### src/rtl/mmss_updown_timer.sv
// mm:ss up/down timer with built-in clk -> us -> ms -> s prescaler,
// BCD digit outputs, load/start/stop control and terminal-count pulses.
module mmss_updown_timer #(
    parameter int CLKS_PER_USEC = 125,
    parameter int USEC_PER_MSEC = 1000,
    parameter int MSEC_PER_SEC  = 1000,
    parameter int MIN_MOD       = 60
) (
    input  logic       clk,
    input  logic       reset_p,
    input  logic       start_stop,
    input  logic       mode_down,
    input  logic       load_en,
    input  logic [3:0] set_sec1,
    input  logic [3:0] set_sec10,
    input  logic [3:0] set_min1,
    input  logic [3:0] set_min10,
    output logic [3:0] sec1,
    output logic [3:0] sec10,
    output logic [3:0] min1,
    output logic [3:0] min10,
    output logic       running,
    output logic       tick_sec,
    output logic       wrap,
    output logic       done
);

    localparam int CW = (CLKS_PER_USEC > 1) ? $clog2(CLKS_PER_USEC) : 1;
    localparam int UW = (USEC_PER_MSEC > 1) ? $clog2(USEC_PER_MSEC) : 1;
    localparam int MW = (MSEC_PER_SEC  > 1) ? $clog2(MSEC_PER_SEC)  : 1;

    localparam logic [CW-1:0] CLK_MAX = CW'(CLKS_PER_USEC - 1);
    localparam logic [UW-1:0] US_MAX  = UW'(USEC_PER_MSEC - 1);
    localparam logic [MW-1:0] MS_MAX  = MW'(MSEC_PER_SEC - 1);
    localparam logic [7:0]    MIN_MAX = 8'(MIN_MOD - 1);
    localparam logic [3:0]    MAX_M10 = 4'((MIN_MOD - 1) / 10);
    localparam logic [3:0]    MAX_M1  = 4'((MIN_MOD - 1) % 10);

    logic [CW-1:0] c_clk_q, c_clk_d;
    logic [UW-1:0] c_us_q, c_us_d;
    logic [MW-1:0] c_ms_q, c_ms_d;
    logic [3:0]    sec1_q, sec1_d, sec10_q, sec10_d, min1_q, min1_d, min10_q, min10_d;
    logic          running_q, running_d, tick_q, tick_d, wrap_q, wrap_d, done_q, done_d;

    logic          step;
    logic [7:0]    min_val;
    logic          cur_zero, nxt_zero;
    logic [3:0]    up_s1, up_s10, up_m1, up_m10;
    logic          up_wrap;
    logic [3:0]    dn_s1, dn_s10, dn_m1, dn_m10;
    logic          dn_zero;
    logic [3:0]    ld_s1, ld_s10, ld_m1, ld_m10;
    logic [7:0]    ld_min_val;

    assign step     = running_q && (c_clk_q == CLK_MAX) && (c_us_q == US_MAX) && (c_ms_q == MS_MAX);
    assign min_val  = {4'd0, min10_q} * 8'd10 + {4'd0, min1_q};
    assign cur_zero = ({min10_q, min1_q, sec10_q, sec1_q} == 16'h0000);
    assign dn_zero  = ({dn_m10, dn_m1, dn_s10, dn_s1} == 16'h0000);
    assign nxt_zero = ({min10_d, min1_d, sec10_d, sec1_d} == 16'h0000);

    // BCD increment with minute modulus; wrap flags the (MIN_MOD-1):59 -> 00:00 step
    always_comb begin
        up_s1   = sec1_q + 4'd1;
        up_s10  = sec10_q;
        up_m1   = min1_q;
        up_m10  = min10_q;
        up_wrap = 1'b0;
        if (sec1_q >= 4'd9) begin
            up_s1 = 4'd0;
            if (sec10_q >= 4'd5) begin
                up_s10 = 4'd0;
                if (min_val >= MIN_MAX) begin
                    up_m1   = 4'd0;
                    up_m10  = 4'd0;
                    up_wrap = 1'b1;
                end else if (min1_q >= 4'd9) begin
                    up_m1  = 4'd0;
                    up_m10 = min10_q + 4'd1;
                end else begin
                    up_m1 = min1_q + 4'd1;
                end
            end else begin
                up_s10 = sec10_q + 4'd1;
            end
        end
    end

    // BCD decrement; the minute underflow branch only matters for 00:00, which the
    // main logic intercepts before it is used
    always_comb begin
        dn_s1  = sec1_q - 4'd1;
        dn_s10 = sec10_q;
        dn_m1  = min1_q;
        dn_m10 = min10_q;
        if (sec1_q == 4'd0) begin
            dn_s1 = 4'd9;
            if (sec10_q == 4'd0) begin
                dn_s10 = 4'd5;
                if (min_val == 8'd0) begin
                    dn_m1  = MAX_M1;
                    dn_m10 = MAX_M10;
                end else if (min1_q == 4'd0) begin
                    dn_m1  = 4'd9;
                    dn_m10 = min10_q - 4'd1;
                end else begin
                    dn_m1 = min1_q - 4'd1;
                end
            end else begin
                dn_s10 = sec10_q - 4'd1;
            end
        end
    end

    // Load value clamping: per-digit first, then the minute value against the modulus
    always_comb begin
        ld_s1  = (set_sec1  > 4'd9) ? 4'd9 : set_sec1;
        ld_s10 = (set_sec10 > 4'd5) ? 4'd5 : set_sec10;
        ld_m1  = (set_min1  > 4'd9) ? 4'd9 : set_min1;
        ld_m10 = (set_min10 > 4'd9) ? 4'd9 : set_min10;
        ld_min_val = {4'd0, ld_m10} * 8'd10 + {4'd0, ld_m1};
        if (ld_min_val > MIN_MAX) begin
            ld_m1  = MAX_M1;
            ld_m10 = MAX_M10;
        end
    end

    // Next-state: load > start_stop > step; start_stop is applied on top of the step result
    always_comb begin
        c_clk_d   = c_clk_q;
        c_us_d    = c_us_q;
        c_ms_d    = c_ms_q;
        sec1_d    = sec1_q;
        sec10_d   = sec10_q;
        min1_d    = min1_q;
        min10_d   = min10_q;
        running_d = running_q;
        tick_d    = 1'b0;
        wrap_d    = 1'b0;
        done_d    = 1'b0;
        if (load_en) begin
            c_clk_d   = '0;
            c_us_d    = '0;
            c_ms_d    = '0;
            sec1_d    = ld_s1;
            sec10_d   = ld_s10;
            min1_d    = ld_m1;
            min10_d   = ld_m10;
            running_d = 1'b0;
        end else begin
            if (running_q) begin
                if (c_clk_q == CLK_MAX) begin
                    c_clk_d = '0;
                    if (c_us_q == US_MAX) begin
                        c_us_d = '0;
                        c_ms_d = (c_ms_q == MS_MAX) ? '0 : c_ms_q + MW'(1);
                    end else begin
                        c_us_d = c_us_q + UW'(1);
                    end
                end else begin
                    c_clk_d = c_clk_q + CW'(1);
                end
            end
            if (step) begin
                tick_d = 1'b1;
                if (mode_down) begin
                    if (cur_zero) begin
                        done_d    = 1'b1;
                        running_d = 1'b0;
                    end else begin
                        sec1_d  = dn_s1;
                        sec10_d = dn_s10;
                        min1_d  = dn_m1;
                        min10_d = dn_m10;
                        if (dn_zero) begin
                            done_d    = 1'b1;
                            running_d = 1'b0;
                        end
                    end
                end else begin
                    sec1_d  = up_s1;
                    sec10_d = up_s10;
                    min1_d  = up_m1;
                    min10_d = up_m10;
                    wrap_d  = up_wrap;
                end
            end
            if (start_stop && !(!running_d && mode_down && nxt_zero)) begin
                running_d = !running_d;
            end
        end
    end

    // State and registered outputs
    always_ff @(posedge clk or posedge reset_p) begin
        if (reset_p) begin
            c_clk_q   <= '0;
            c_us_q    <= '0;
            c_ms_q    <= '0;
            sec1_q    <= 4'd0;
            sec10_q   <= 4'd0;
            min1_q    <= 4'd0;
            min10_q   <= 4'd0;
            running_q <= 1'b0;
            tick_q    <= 1'b0;
            wrap_q    <= 1'b0;
            done_q    <= 1'b0;
        end else begin
            c_clk_q   <= c_clk_d;
            c_us_q    <= c_us_d;
            c_ms_q    <= c_ms_d;
            sec1_q    <= sec1_d;
            sec10_q   <= sec10_d;
            min1_q    <= min1_d;
            min10_q   <= min10_d;
            running_q <= running_d;
            tick_q    <= tick_d;
            wrap_q    <= wrap_d;
            done_q    <= done_d;
        end
    end

    assign sec1     = sec1_q;
    assign sec10    = sec10_q;
    assign min1     = min1_q;
    assign min10    = min10_q;
    assign running  = running_q;
    assign tick_sec = tick_q;
    assign wrap     = wrap_q;
    assign done     = done_q;

endmodule
### config.mk
export PLATFORM = sky130hd
export DESIGN_NAME = mmss_updown_timer
export DESIGN_NICKNAME = d
export VERILOG_FILES = /design/src/rtl/mmss_updown_timer.sv
export SDC_FILE = /design/constraint.sdc
export NUM_CORES = 1
export LEC_CHECK = 0
export ABC_AREA = 1
export CORE_ASPECT_RATIO = 1.75
export CORE_MARGIN = 10
export CORE_UTILIZATION = 40
export CTS_CLUSTER_SIZE = 40
export DETAILED_ROUTE_END_ITERATION = 10
export SYNTH_ARGS = -nofsm -noshare
export SYNTH_HDL_FRONTEND = slang
export SYNTH_SLANG_ARGS = --single-unit
### constraint.sdc
create_clock -name clk -period 3.9 [get_ports clk]
set_input_delay 0.78 -clock clk [delete_from_list [all_inputs] [get_ports clk]]
set_output_delay 0.78 -clock clk [all_outputs]
set_load 0.05 [all_outputs]
==> metrics.yaml, run 1 <==
routing:
  vias: 4783
  avgRoutedWirePerCell_microns: 15.2
  via_per_inst: 5.37
  first_pass_iters: 5
  drc_errors: 0
  postRouteAntennaNets: 0
  drtIter0Drc: 214
  wl_mm: 13.5
timing:
  rsz0062_at_grt: "no"
  finClkSkew_ns: 0.0133
  fin_crit_ns: 3.62
  final.period_utilization: 0.928
  setup-tns-final_ns: 0
  setup_viol: 0
  drv_slew: 0
  relSlewSlack: 0.318
  worst_pin_slew_ns: 1.02
  final_hold_viol_count: 0
  fmax_mhz: 276
worst_hold_path:
  hold_path.class: "flop to flop"
  worstHoldStart: "c_us_q[1]$_DFFE_PP0P_"
  min_path_cells: 1
  holdPathEnd: "c_us_q[1]$_DFFE_PP0P_"
worst_setup_path:
  cp_common_cell: "nand3_1"
  critical-path-top-delay-family: "simple AND/OR/NAND/NOR gates"
  critPathMaxFanout: 7
  crit_path_cell_trace: "clkdlybuf4s50_1 > o21ai_1 > inv_1 > nor2_1 > inv_1 > ha_1 > ha_1 > inv_1 > fa_1 > nor2_2 > nand3_1 > nand3_1 > nand2_1 > inv_2 > nand3_1 > o21ai_1 > nand3_1 > nor2_1 > nand3_1 > nand2_1 > a21oi_2"
  slowest_stage: "fa_1"
  cp_num_buf_inv: 5
  crit_required_ns: 4.07
  timing.rr.end: "running$_DFF_PP0_"
  r2r_setup_slack_ns: 0.52
  reg2reg_from: "min10[3]$_DFF_PP0_"
  cp-start-kind: "primary input"
  cp-startpoint: "set_min10[2]"
  end_kind: "flop"
  crit_type: "primary input to flop"
  r2r_cells: 19
  critPathMaxStageDelay_ns: 0.47
  arrival_ns: 3.79
cells_and_area:
  n_antenna_cell: 0
  syn_to_final_growth_pct: 17.1
  stdcell_count: 891
  layout_commonest_cell: "nand2_1"
  nets: 813
  drive_gt1_frac: 0.0975
  fill_cells: 1166
  mostFrequentLayoutCells: "nand2_1, inv_1, nor2_1"
  final_util: 0.480
global_routing:
  top_usage_layer: "met2"
  antenna_found_initial: 0
  grt_max_degree: 48
  grt_use_met2: 0.318
  grt_pass1_wl_mm: 22.0
  grt_pass1_vias: 4788
  grt_use_met3: 0.0221
  grt_usage: 0.163
  grt_overflow_total: 0
  use_met1: 0.156
cts:
  cts_tree: "done"
  cts_max_level: 2
  clk_latency_ns: 0.30
  path_clk_slew_ns: 0.06
  cts-buffers-inserted: 5
  clock_path_buffers: 2
  cts_root_buf: "clkbuf_16"
  numClockSinks: 47
logic_synthesis:
  syn_avg_cell_area_sq_um: 6.49
  synth_top_area_cell: "dfrtp_1"
  synth_cells: 709
  synthTopCellsByArea: "dfrtp_1, nand2_1, ha_1"
  synth-main-ff-cell: "dfrtp_1"
  syn_area_sq_mm: 0.00460
  synth_edf_count: 0
  synthArstFlopShare: 1.00
  yosysWarningCount: 0
  synth_top_area_share: 0.256
  seq_area_frac_synth: 0.256
  ys_types: 45
  ys_ff_latch: 47
  synthesis.nets: 764
floorplanning:
  rows: 51
  die_width_microns: 101
  io_pins: 41
  core-area_sq_mm: 0.0112
  dieArea_sq_mm: 0.0164
  start_util: 0.410
  die_height_microns: 162
power_and_ir_drop:
  powerDensity_mw_per_mm2: 302
  vdd_drop_max_v: 0.000202
  p_leak_nw: 2.73
placement:
  hpwl_mm: 10.9
  dp_cells: 883
  gp_congestion: 0.950
  io_buffer_count: 40
run_status:
  status: "finished, final reports clean"
job:
  cap_violations: 0
report_power, final:
group	total [mW]	switching, mW	internal (mW)
registers	0.541	0.0350	0.506
logic	0.576	0.378	0.198
clock network	0.509	0.190	0.319
registers in the layout, summed over array words and instances (netlist names):
register and cells:
c_ms_q 10, c_us_q 10, c_clk_q 7, min10 4, min1 4, sec10 4, sec1 4, done 1
running 1, tick_sec 1, wrap 1
cells in the mapped netlist, drive strengths merged (2+ instances only):
library cell,number
nand3b,3
xor2,11
conb,2
nor2,90
nand2,186
o22ai,2
inv,109
o211ai,3
clkinv,5
a211oi,3
or2,4
dfrtp,47
nand3,81
nand4,27
a21oi,36
buf,2
o21ai,31
ha,31
a32o,2
clkbuf,8
fa,3
nor3,12
xnor2,2
routing by layer:
layer	vias to the layer above	wire, microns
li1	2394	-
met1	2236	4900
met2	117	7620
met3	36	452
met4	0	540
met5	-	0
area by class of cell:
class / count / area, sq um / area share
clock buffer: 6 / 139 / 0.0258
clock inverter: 2 / 35.0 / 0.00650
inverter: 114 / 428 / 0.0794
multi-input combinational: 538 / 2950 / 0.548
sequential: 47 / 1180 / 0.218
tap: 132 / 165 / 0.0307
timing repair buffer: 52 / 490 / 0.0910
how the worst max path moves through the flow:
stage,slack [ns],depth (start not counted),end
floorplan,0.63,20,running$_DFF_PP0_
global placement,0.02,21,running$_DFF_PP0_
detailed placement,-0.11,21,running$_DFF_PP0_
CTS,0.20,21,running$_DFF_PP0_
global route,0.01,21,running$_DFF_PP0_
finish,0.28,21,running$_DFF_PP0_
cell families (layout without fill, tap and decap cells):
| logic type | count (synthesis) | in the layout | synth area share |
|---|---|---|---|
| AND/OR/NAND/NOR | 405 | 405 | 0.414 |
| buffers and inverters | 124 | 174 | 0.103 |
| AO/OA/AOI/OAI | 84 | 84 | 0.104 |
| flip-flops | 47 | 47 | 0.256 |
| adder cells (fa/ha/maj) | 34 | 34 | 0.0973 |
| XOR/XNOR | 13 | 13 | 0.0247 |
| other | 2 | 2 | 0.00163 |
repair_timing:
action / CTS / global route
hold buffers: 0 / 0
endpoints found under the setup margin: 0 / 1
resized for setup: 0 / 2
buffers inserted: 0 / 0
metrics by stage:
step	total power, mW	worst slack [ns]	area [sq um]	hold WS (ns)
5_1_grt	1.72	0.0101	5390	0.564
3_5_place_dp	1.13	-0.107	5210	0.522
6_report	1.63	0.279	5390	0.529
2_1_floorplan	0.949	0.630	4600	0.477
4_1_cts	1.64	0.202	5390	0.537
3_3_place_gp	1.12	0.0171	5210	0.505
Power figures use the tool's default switching activity.
==> run 2: changes to the inputs <==
==> constraint.sdc (replaced) <==
create_clock -name clk -period 3 [get_ports clk]
set_input_delay 0.6 -clock clk [delete_from_list [all_inputs] [get_ports clk]]
set_output_delay 0.6 -clock clk [all_outputs]
set_load 0.05 [all_outputs]
==> run 2 against run 1 <==
The flow now finishes with violations (negative setup slack). Clock-buffer cell count down 1. Design area up 8.9%. Largest power group unchanged. Critical path type is now flop to flop. Highest routed layer unchanged. Combinational power up 59%. Non-clock buffer count up 38. First-iteration DRC count down 31%. Utilization up 4.3 points. Sequential cell count unchanged.
==> metrics.yaml, run 2 (synthesis gave the netlist of run 1 again) <==
cells_and_area:
  nets: 851  # +4.7%
  n_antenna_cell: 0  # unchanged
  reg.largest.list: "c_ms_q (10), c_us_q (10), c_clk_q (7)"
  fill_cells: 1119  # -4.0%
  drive_gt1_frac: 0.202  # +0.105
  mostFrequentLayoutCells: "nand2_1, inv_1, nor2_1"
  syn_to_final_growth_pct: 27.5
  multi_input_area_sq_mm: 0.00317  # +7.3%
  seqCellArea_sq_mm: 0.00118  # +0.64%
  final_util: 0.523  # +0.0429
  layout_commonest_cell: "nand2_1"
worst_setup_path:
  timing.rr.end: "done$_DFF_PP0_"
  critical-path-top-delay-family: "adder cells"
  crit_type: "flop to flop"
  cp-startpoint: "min10[1]$_DFF_PP0_"
  reg2reg_from: "min10[1]$_DFF_PP0_"
  crit_cells: 18  # -14%
  r2r_setup_slack_ns: -0.03  # -0.55 ns
  crit_required_ns: 3.22  # -0.85 ns
  arrival_ns: 3.25  # -0.54 ns
  critPathMaxStageDelay_ns: 0.56  # +0.09 ns
  r2r_cells: 18  # -1
  setup.worst_path.end: "done$_DFF_PP0_"
  end_kind: "flop"
  slowest_stage: "fa_2"
  crit_path_cell_trace: "ha_4 > ha_4 > fa_2 > buf_4 > nand3_1 > nand2_1 > nand2_2 > nor2_4 > nand2_2 > nand2_1 > nand2_2 > nor2_1 > nand3b_1 > o21bai_2 > buf_4 > buf_4 > nand2_1 > nor2_2"
  critPathMaxFanout: 4  # -3
  cp-start-kind: "flop"
  cp_num_buf_inv: 3  # -2
run_status:
  status: "complete, but fails checks"
  failed_checks: "negative setup slack"
timing:
  final.period_utilization: 1.01
  final_hold_viol_count: 0  # unchanged
  relSlewSlack: 0.438  # +0.120
  fin_crit_ns: 3.03
  hold_ws_ns: 0.522  # -0.00684 ns
  fmax_mhz: 330
  setup_viol: 2  # +2
  worst_pin_slew_ns: 0.841  # -0.180 ns
  drv_slew: 0  # unchanged
  worst_slack_ns: -0.0286  # -0.308 ns
  rsz0062_at_grt: "yes"
  finClkSkew_ns: 0.00881  # -0.00448 ns
floorplanning:
  start_util: 0.410  # unchanged
  die_height_microns: 162  # unchanged
  die_width_microns: 101  # unchanged
  core-area_sq_mm: 0.0112  # unchanged
  dieArea_sq_mm: 0.0164  # unchanged
  io_pins: 41  # unchanged
  rows: 51  # unchanged
cts:
  cts_tree: "done"
  numClockSinks: 47  # unchanged
  clock_path_buffers: 2  # unchanged
  cts_hold_buf: 0  # unchanged
  clk_latency_ns: 0.29  # about the same
  cts-buffers-inserted: 5  # unchanged
  path_clk_slew_ns: 0.07  # about the same
  cts_max_level: 2  # unchanged
  cts_root_buf: "clkbuf_16"
placement:
  gp_congestion: 0.955  # +0.52%
  io_buffer_count: 40  # unchanged
  hpwl_mm: 11.1  # +1.2%
routing:
  wl_mm: 13.8  # +2.2%
  first_pass_iters: 4  # -1
  postRouteAntennaNets: 0  # unchanged
  via_per_inst: 5.24  # -2.3%
  wl_met1_mm: 5.38  # +9.8%
  highest_layer: "met4"
  wl_met3_microns: 381  # -16%
  avgRoutedWirePerCell_microns: 14.9  # -2.0%
  drtIter0Drc: 148  # -31%
  vias: 4870  # +1.8%
  dr_wl_met2_mm: 7.54  # -0.97%
  drc_errors: 0  # unchanged
worst_hold_path:
  hold_path.class: "flop to flop"
power_and_ir_drop:
  vdd_drop_max_v: 0.000326  # +61%
  p_leak_nw: 2.93  # +7.2%
  powerDensity_mw_per_mm2: 371  # +23%
job:
  cap_violations: 0  # unchanged
global_routing:
  grt_max_degree: 40  # -17%
  antenna_found_initial: 0  # unchanged
  grt_overflow_total: 0  # unchanged
  grt_pass1_wl_mm: 22.9  # +4.2%
  grt_pass1_vias: 4955  # +3.5%
  grt_usage: 0.168  # +0.00464
==> run 2: power by group <==
group          total [mW]  internal (mW)  switching [mW]  leakage (nW)
registers           0.692          0.660          0.0321         0.623
logic               0.918          0.347           0.572          2.23
clock network       0.566          0.314           0.253        0.0746
total                2.18           1.32           0.856          2.93
==> run 2: worst min-delay path, cell delays in order (launching register included) <==
cell	delay (ns)
dfrtp_1	0.34
a41oi_1	0.05
nor2_1	0.09
==> run 2: layout make-up <==
| cell class | count | share of cell area |
|---|---|---|
| Inverter | 114 | 0.0733 |
| Tap cell | 132 | 0.0281 |
| Sequential cell | 47 | 0.202 |
| Clock inverter | 3 | 0.00384 |
| Multi-Input combinational cell | 538 | 0.540 |
| Clock buffer | 5 | 0.0213 |
| Timing Repair Buffer | 90 | 0.132 |
==> run 2: metrics by stage <==
step | cell area [sq um] | worst slack [ns] | power (mW) | instances | setup TNS (ns)
4_1_cts | 5740 | -0.0150 | 2.15 | 926 | -0.0150
3_5_place_dp | 5480 | -0.765 | 1.53 | 913 | -3.15
3_3_place_gp | 5480 | -0.638 | 1.51 | 913 | -2.26
2_1_floorplan | 4630 | 0.0216 | 1.24 | 709 | 0
5_1_grt | 5870 | -0.235 | 2.32 | 929 | -0.405
6_report | 5870 | -0.0286 | 2.18 | 929 | -0.0384
==> run 2: routing by layer <==
metal  up-vias  GRT usage
li1       2476          -
met1      2270      0.180
met2        89      0.313
met3        35     0.0195
met4         0     0.0751
met5         -          0
==> run 2: how the worst min path moves through the flow <==
stage | from | endpoint | slack, ns | cells after the start
after global placement | c_ms_q[1]$_DFFE_PP0P_ | c_ms_q[1]$_DFFE_PP0P_ | 0.50 | 1
after detailed placement | c_us_q[7]$_DFFE_PP0P_ | c_us_q[7]$_DFFE_PP0P_ | 0.50 | 2
after global routing | c_ms_q[1]$_DFFE_PP0P_ | c_ms_q[1]$_DFFE_PP0P_ | 0.53 | 1
after floorplan | c_us_q[3]$_DFFE_PP0P_ | c_us_q[3]$_DFFE_PP0P_ | 0.48 | 1
after CTS | c_us_q[7]$_DFFE_PP0P_ | c_us_q[7]$_DFFE_PP0P_ | 0.52 | 2
final | c_us_q[7]$_DFFE_PP0P_ | c_us_q[7]$_DFFE_PP0P_ | 0.52 | 2
==> run 2: timing repair <==
item | 4_1_cts | 5_1_grt
setup endpoints to repair | 4 | 3
resized for setup | 34 | 30
buffers inserted | 5 | 4
pin swaps | 22 | 23
==> run 3: changes to the inputs <==
==> constraint.sdc (replaced) <==
create_clock -name clk -period 2.55 [get_ports clk]
set_input_delay 0.51 -clock clk [delete_from_list [all_inputs] [get_ports clk]]
set_output_delay 0.51 -clock clk [all_outputs]
set_load 0.05 [all_outputs]
==> run 3 against run 2 <==
The run still ends with negative setup slack left. First-iteration DRC count grew 8.8%. Largest cell class unchanged. Non-clock buffer count up 71. Cell count up 7.5%. Largest power group unchanged. Sequential share of layout area down 1.8 points. Design area grew 10%. Clock skew increased by 0.0012 ns. Sequential cell count unchanged. Power increased by 22%. Clock-buffer cell count up 2.
==> metrics.yaml, run 3 (synthesis gave the netlist of run 1 again) <==
run_status:
  status: "complete, but fails checks"
  failed_checks: "negative setup slack"
routing:
  via_per_inst: 5.18  # -1.2%
  vias: 5176  # +6.3%
  postRouteAntennaNets: 0  # unchanged
  first_pass_iters: 4  # unchanged
  avgRoutedWirePerCell_microns: 14.7  # -0.93%
  drc_errors: 0  # unchanged
  drtIter0Drc: 161  # +8.8%
  wl_mm: 14.7  # +6.5%
floorplanning:
  die_width_microns: 101  # unchanged
  rows: 51  # unchanged
  core-area_sq_mm: 0.0112  # unchanged
  dieArea_sq_mm: 0.0164  # unchanged
  io_pins: 41  # unchanged
  start_util: 0.410  # unchanged
  die_height_microns: 162  # unchanged
cells_and_area:
  drive_gt1_frac: 0.280  # +0.0783
  multi_input_area_sq_mm: 0.00320  # +0.99%
  fill_cells: 1107  # -1.1%
  design_area_sq_mm: 0.00645  # +10%
  n_antenna_cell: 0  # unchanged
  reg.largest.list: "c_ms_q (10), c_us_q (10), c_clk_q (7)"
  syn_to_final_growth_pct: 40.3
  layout_commonest_cell: "nand2_1"
  nets: 922  # +8.3%
  mostFrequentLayoutCells: "nand2_1, buf_4, inv_1"
  final_util: 0.575  # +0.0521
  seqCellArea_sq_mm: 0.00119  # +0.21%
worst_setup_path:
  cp-start-kind: "flop"
  arrival_ns: 3.29  # +0.04 ns
  r2r_setup_slack_ns: -0.51  # -0.48 ns
  critPathMaxFanout: 4  # unchanged
  end_kind: "flop"
  reg2reg_from: "min10[1]$_DFF_PP0_"
  timing.rr.end: "running$_DFF_PP0_"
  critPathMaxStageDelay_ns: 0.58  # +0.02 ns
  crit_required_ns: 2.78  # -0.44 ns
  cp-startpoint: "min10[1]$_DFF_PP0_"
  slowest_stage: "fa_2"
  r2r_cells: 18  # unchanged
  critical-path-top-delay-family: "adder cells"
  crit_type: "flop to flop"
  cp_num_buf_inv: 2  # -1
  crit_path_cell_trace: "ha_4 > ha_4 > fa_2 > nand2_2 > inv_2 > nand3_4 > nand3_2 > nand2_2 > nor2_4 > nand3_1 > nand2_1 > nor2_1 > nand3b_1 > o21bai_2 > a21oi_2 > buf_4 > nand2_1 > a21oi_2"
global_routing:
  grt_use_met3: 0.0268  # +0.00722
  use_met1: 0.172  # -0.00783
  grt_max_degree: 48  # +20%
  grt_use_met2: 0.352  # +0.0394
  top_usage_layer: "met2"
  antenna_found_initial: 0  # unchanged
  grt_pass1_wl_mm: 24.4  # +6.5%
  grt_pass1_vias: 5344  # +7.9%
  grt_overflow_total: 0  # unchanged
  grt_usage: 0.180  # +0.0121
cts:
  cts_hold_buf: 0  # unchanged
  numClockSinks: 47  # unchanged
  cts_root_buf: "clkbuf_16"
  clk_latency_ns: 0.30  # about the same
  clock_path_buffers: 2  # unchanged
  path_clk_slew_ns: 0.07  # about the same
  cts_tree: "done"
  cts_max_level: 2  # unchanged
  cts-buffers-inserted: 5  # unchanged
timing:
  worst_slack_ns: -0.508  # -0.479 ns
  fin_crit_ns: 3.06  # +0.0292 ns
  relSlewSlack: 0.659  # +0.221
  final_hold_viol_count: 0  # unchanged
  setup_viol: 11  # +9
  drv_slew: 0  # unchanged
  final.period_utilization: 1.20  # +0.190
  worst_pin_slew_ns: 0.509  # -0.332 ns
  fmax_mhz: 327  # -0.96%
  rsz0062_at_grt: "yes"
  finClkSkew_ns: 0.0100  # +0.00119 ns
worst_hold_path:
  hold_path.class: "flop to flop"
  min_path_cells: 2  # unchanged
  holdPathEnd: "c_us_q[7]$_DFFE_PP0P_"
  worstHoldStart: "c_us_q[7]$_DFFE_PP0P_"
power_and_ir_drop:
  p_leak_nw: 3.29  # +12%
  p_sw_mw: 1.02  # +19%
  power_frac_seq: 0.302  # -0.016
  pwr-share-clk: 0.241  # -0.019
  intPower_mw: 1.64  # +24%
  combPwrFrac: 0.457  # +0.035
  swShare: 0.384  # -0.00991
  powerDensity_mw_per_mm2: 412  # +11%
  vdd_drop_max_v: 0.000400  # +23%
placement:
  dpl_cell_area_sq_mm: 0.00603  # +10%
  preCtsSetupSlack_ns: -1.10  # -0.335 ns
  io_buffer_count: 40  # unchanged
  hpwl_mm: 12.1  # +8.8%
  gp_congestion: 0.939  # -1.6%
job:
  cap_violations: 0  # unchanged
==> run 3: changes by cell type in the layout (fill, tap and decap cells not counted), sizes merged <==
cell,before,now
buf,52,124
clkbuf,6,7
clkinv,6,5
inv,111,109
==> run 3: timing repair <==
| action | CTS | global route |
|---|---|---|
| pin swaps | 28 | 21 |
| setup endpoints to repair | 11 | 11 |
| endpoints found under the hold margin | 0 | 0 |
| setup buffers | 8 | 3 |
| resized for setup | 44 | 34 |
==> run 3: worst max path at each step <==
| stage | to | cells after the start |
|---|---|---|
| global route | running$_DFF_PP0_ | 19 |
| finish | running$_DFF_PP0_ | 18 |
| global placement | running$_DFF_PP0_ | 21 |
| floorplan | running$_DFF_PP0_ | 20 |
| CTS | running$_DFF_PP0_ | 22 |
| detailed placement | running$_DFF_PP0_ | 21 |
==> run 3: final cells by class <==
cell class | instances | share of cell area
sequential | 47 | 0.184
inverter | 114 | 0.0663
multi-input combinational | 538 | 0.496
timing repair buffer | 161 | 0.208
tap | 132 | 0.0256
clock buffer | 7 | 0.0205
==> run 3: tightest hold or removal path, cell delays in order, from the launching register on <==
cell and delay (ns):
dfrtp_1 0.34, a41oi_1 0.05, nor2_1 0.10
==> run 3: power by group through the flow <==
stage | Sequential (mW) | Clock (mW) | Combinational, mW
after global routing | 0.805 | 0.683 | 1.34
after floorplan | 0.932 | 0 | 0.543
final | 0.802 | 0.642 | 1.22
after CTS | 0.802 | 0.666 | 1.18
after global placement | 0.816 | 0 | 1.10
after detailed placement | 0.816 | 0 | 1.11
==> run 3: metrics by stage <==
| step | setup TNS, ns | total power, mW | hold slack (ns) | std cells |
|---|---|---|---|---|
| 3_5_place_dp | -6.94 | 1.93 | 0.506 | 984 |
| 2_1_floorplan | -0.522 | 1.48 | 0.477 | 709 |
| 3_3_place_gp | -6.28 | 1.91 | 0.500 | 984 |
| 5_1_grt | -3.55 | 2.83 | 0.556 | 999 |
| 4_1_cts | -1.79 | 2.65 | 0.521 | 997 |
| 6_report | -2.26 | 2.66 | 0.521 | 999 |
==> run 3: metal layers <==
layer,vias up,share of wire
li1,2616,-
met1,2412,0.36
met2,101,0.57
met3,47,0.033
met4,0,0.042
met5,-,0
